`src/rtl/req_arbiter16.sv`:
```
// req_arbiter16: 16-way round-robin arbiter for a single shared resource.
// Optional macro ARB_TIMEOUT_EN adds a BUSY watchdog that aborts via timeout_err.

module req_arbiter16 #(
    parameter int TIMEOUT = 255
) (
    input  logic        clk,
    input  logic        rst,
    input  logic [15:0] req,
    input  logic        res_resp,
    output logic [15:0] gnt,
    output logic [3:0]  sel,
    output logic        res_valid,
    output logic [15:0] done,
    output logic        timeout_err
);

    typedef enum logic [1:0] {
        S_IDLE = 2'd0,
        S_BUSY = 2'd1,
        S_REL  = 2'd2
    } state_t;

    state_t      r_state;
    logic [15:0] r_gnt;
    logic [3:0]  r_sel;
    logic [3:0]  r_ptr;
    logic        r_valid;

    logic [31:0] w_dbl;
    logic [15:0] w_rot;
    logic [3:0]  w_off;
    logic [3:0]  w_idx;
    logic [15:0] w_onehot;
    logic        w_any;

    // Rotate requests so bit 0 is the requester whose turn comes first
    assign w_dbl = {req, req};
    assign w_rot = w_dbl[r_ptr +: 16];

    // Lowest set bit of the rotated vector is the winner offset
    always_comb begin
        w_off = 4'd0;
        for (int i = 15; i >= 0; i--) begin
            if (w_rot[i]) begin
                w_off = 4'(i);
            end
        end
    end

    assign w_idx    = r_ptr + w_off;
    assign w_onehot = 16'd1 << w_idx;
    assign w_any    = |req;

`ifdef ARB_TIMEOUT_EN
    localparam logic [7:0] TO_LAST = 8'(TIMEOUT - 1);

    logic [7:0] r_cnt;
    logic       r_terr;

    assign timeout_err = r_terr;
`else
    assign timeout_err = 1'b0;
`endif

    // Control FSM with registered grant, select and command outputs
    always_ff @(posedge clk) begin
        if (rst) begin
            r_state <= S_IDLE;
            r_gnt   <= 16'd0;
            r_sel   <= 4'd0;
            r_ptr   <= 4'd0;
            r_valid <= 1'b0;
`ifdef ARB_TIMEOUT_EN
            r_cnt   <= 8'd0;
            r_terr  <= 1'b0;
`endif
        end else begin
            case (r_state)
                S_IDLE: begin
`ifdef ARB_TIMEOUT_EN
                    r_terr <= 1'b0;
`endif
                    if (w_any) begin
                        r_state <= S_BUSY;
                        r_gnt   <= w_onehot;
                        r_sel   <= w_idx;
                        r_valid <= 1'b1;
                        r_ptr   <= w_idx + 4'd1;
`ifdef ARB_TIMEOUT_EN
                        r_cnt   <= 8'd0;
`endif
                    end
                end
                S_BUSY: begin
                    if (res_resp) begin
                        r_state <= S_REL;
                        r_gnt   <= 16'd0;
                        r_valid <= 1'b0;
                    end
`ifdef ARB_TIMEOUT_EN
                    else if (r_cnt == TO_LAST) begin
                        r_state <= S_REL;
                        r_gnt   <= 16'd0;
                        r_valid <= 1'b0;
                        r_terr  <= 1'b1;
                        r_cnt   <= r_cnt + 8'd1;
                    end else begin
                        r_cnt   <= r_cnt + 8'd1;
                    end
`endif
                end
                S_REL: begin
`ifdef ARB_TIMEOUT_EN
                    r_terr  <= 1'b0;
`endif
                    r_state <= S_IDLE;
                end
                default: begin
                    r_state <= S_IDLE;
                    r_gnt   <= 16'd0;
                    r_valid <= 1'b0;
                end
            endcase
        end
    end

    assign gnt       = r_gnt;
    assign sel       = r_sel;
    assign res_valid = r_valid;

    // Completion goes straight back to the granted requester
    assign done = (!rst && r_state == S_BUSY && res_resp)
                ? r_gnt : 16'd0;

endmodule

```
`config.mk`:
```
export PLATFORM = sky130hd
export DESIGN_NAME = req_arbiter16
export DESIGN_NICKNAME = d
export VERILOG_FILES = /design/src/rtl/req_arbiter16.sv
export SDC_FILE = /design/constraint.sdc
export NUM_CORES = 1
export LEC_CHECK = 0
export ABC_CLOCK_PERIOD_IN_PS = 4700
export BUFFER_PORTS_ARGS = -buffer_cell sky130_fd_sc_hd__buf_2
export CELL_PAD_IN_SITES_DETAIL_PLACEMENT = 2
export CELL_PAD_IN_SITES_GLOBAL_PLACEMENT = 2
export CORE_MARGIN = 5
export CORE_UTILIZATION = 33
export DETAILED_ROUTE_END_ITERATION = 10
export PLACE_DENSITY_LB_ADDON = 0.25
export RECOVER_POWER = 100
export REMOVE_ABC_BUFFERS = 1
export SYNTH_ARGS = -nofsm -noshare
export SYNTH_HDL_FRONTEND = slang
export SYNTH_SLANG_ARGS = --single-unit
```
`constraint.sdc`:
```
create_clock -name clk -period 4.7 [get_ports clk]
set_clock_uncertainty 0.2 [all_clocks]
set_input_delay 0.47 -clock clk [delete_from_list [all_inputs] [get_ports clk]]
set_output_delay 0.47 -clock clk [all_outputs]
set_load 0.02 [all_outputs]
```
==> results.cfg <==
[run_status]
status = finished with violations
violations = capacitance limit, slew limit

[yosys]
synth_top_cell_area_share_pct = 20.9
yosysWarnings = 0
synthFlopType = dfxtp_1
synth_async_sr_flop_share_pct = 0
ys_seq_area_share_pct = 20.9
synth_area_mm2 = 0.00258
synthCells = 278
synth_edf_count = 0
yosysTopAreaCell = dfxtp_1
ys_ff_latch = 27
yosysUniqueCellTypes = 56
syn_area_per_cell_um2 = 9.28
synthTopCellsByArea = dfxtp_1, mux4_2, a32o_1, mux2i_1, mux2_2

[timing]
hold_viol = 0
fin_crit_sh_pct = 92.1
worstMarginPinSlew_ns = 1.93
finalCriticalPeriod_ns = 4.33
maxSlewViolCount = 18
clock.fmax_ghz = 0.231
setup_ws_ns = 0.369
relSlewSlack_pct = -30.6
setup_violations = 0

[critical_path]
required_ns = 4.66
crit_path_end_kind = register
crit_family = adder cells
crit_chain = buf_12, mux2_2, mux2i_2, inv_1, a2111oi_0, o21ai_0, o311ai_0, a21boi_0, o21ai_0, ha_1, fa_1, ha_1, ha_1, mux2i_1, nor2_1
crit_top_cell = ha_1
start_kind = register
critPathMaxStageDelay_ns = 0.52
path_buf_inv = 2
arrival_ns = 4.29
critical_path.slowest_cell = fa_1
cp_max_fo = 32
criticalPathCategory = reg -> reg

[place]
dp_hpwl_mm = 7.07
io_buffers = 55
place_inst = 425
dpl_worst_slack_ns = 0.218
place_congestion = 0.860

[routing]
drt_iter0_drc = 78
via_per_inst = 5.70
vias = 2444
wire_per_inst_um = 20.5
drt_wl_total_mm = 8.80
final_antenna_net_count = 0
remaining_drc_errors = 0
first_pass_iters = 4

[pwr]
vdd_ir_drop_max_v = 0.000217
report.power.total_uw = 1850
leakage_uw = 0.00116
power_density_mw_per_mm2 = 614

[die]
start_util_pct = 33.6
fp.dieW_um = 98.4
num_io_pins = 57
die_y_um = 98.4
die_area_mm2 = 0.00969
coreArea_mm2 = 0.00769
fp-row-count = 32

[global_routing]
gr-total-overflow = 0
grt_max_degree = 38
antenna_found_initial = 0
grt_usage_pct = 18.5
grt_pass1_vias = 2666
grt_pass1_wl_mm = 14.7

[cells_and_area]
multi_input_area_mm2 = 0.00192
areaGrowthSynthToFinish_pct = 16.8
drive_above_1_share_pct = 24.8
antennaDiodeCount = 0
seq_area_um2 = 541
fill_cells = 885
nets = 356
final_cells = 429
fin_util_pct = 39.2

[clocking]
post_cts_buffers = 0
clk_path_buf_depth = 2
clk_latency_ns = 0.27
cts_tree = built
cts.sinks = 27
cts_max_level = 1
cts_root_buf = clkbuf_8
cts-buffers-inserted = 3
ctsHoldBuffers = 0
clk_pin_slew_ns = 0.10

[worst_hold_path]
min_path_type = in -> reg

[run]
maxCapViolCount = 1
[cell families after synthesis]
| group | synth area share, % |
|---|---|
| and+or+nand+nor | 19.5 |
| AOI/OAI and AO/OA | 19.9 |
| muxes | 25.8 |
| buffers and inverters | 5.19 |
| DFF | 20.9 |
| adders and majority gates | 4.65 |
| xor gates and xnor gates | 3.88 |
| other | 0.145 |
[layout by cell type (no fill, tap or decap), drive strengths merged, types with 11 or more instances in the layout]
master / n
o21ai: 13
dfxtp: 27
clkbuf: 25
and2: 18
nand2: 16
buf: 42
mux2i: 14
mux4: 16
a32o: 16
nor2: 23
a21oi: 11
mux2: 14
[metal layers]
| metal | part of all wire, % | track usage, % | up-vias |
|---|---|---|---|
| met4 | 1.0 | 2.73 | 0 |
| li1 | - | - | 1164 |
| met5 | 0 | 0 | - |
| met1 | 46 | 24.9 | 1239 |
| met3 | 2.4 | 2.26 | 8 |
| met2 | 50 | 32.4 | 33 |
[metrics by stage]
step                      hold slack, ns  area, um^2  TNS [ns]
after floorplan                    0.335        2480    -0.449
after global placement             0.264        2990         0
after detailed placement           0.271        2990         0
after CTS                          0.286        3040         0
after global routing               0.301        3010   -0.0304
final                              0.286        3010         0
[report_power, final]
part | total (uW) | internal (uW) | leakage [uW] | switching [uW]
clock | 133 | 60.2 | 0.0000217 | 73.2
combinational | 1390 | 554 | 0.000914 | 834
sequential | 330 | 279 | 0.000220 | 51.4
[synthesized netlist by cell type, drive strengths merged, types with 4 or more instances]
cell type,count
nor3,7
and2,18
ha,8
a31oi,4
buf,9
mux2i,14
clkbuf,10
nor2b,6
inv,9
mux4,16
a21oi,11
nor4,5
o21ai,13
a32o,16
a211oi,6
nand2,16
nand2b,7
nor2,23
dfxtp,27
mux2,14
[tightest hold or removal path, cell delays in order]
cell	delay (ns)
buf_2	0.10
nor3b_1	0.05
nor2_1	0.08
nor2_1	0.04
[state kept, by name (all words and copies together), names as in the netlist]
name / cells
res_valid: 1
r_state: 2
r_ptr: 4
gnt: 16
sel: 4
[layout make-up]
type / instances / area share [%]
Multi-Input combinational cell: 223 / 63.8
Sequential cell: 27 / 17.9
Inverter: 9 / 1.12
Timing Repair Buffer: 64 / 11.3
Clock buffer: 3 / 1.37
Tap cell: 102 / 4.23
Clock inverter: 1 / 0.249
[worst paths after layout]
path	end	slack [ns]	from	cells after the start
max	r_ptr[2]$_SDFFE_PP0P_	0.37	r_ptr[0]$_SDFFE_PP0P_	15
min	r_state[0]$_SDFFE_PP0P_	0.29	res_resp	4
max reg2reg	r_ptr[2]$_SDFFE_PP0P_	0.37	r_ptr[0]$_SDFFE_PP0P_	15
min reg2reg	gnt[2]$_SDFFE_PP0P_	0.29	gnt[2]$_SDFFE_PP0P_	1
[repair_timing]
item / CTS / global route
setup endpoints to repair: 0 / 2
hold endpoints to repair: 0 / 0
gates resized for setup: 0 / 4
(Power assumes the default switching activity.)
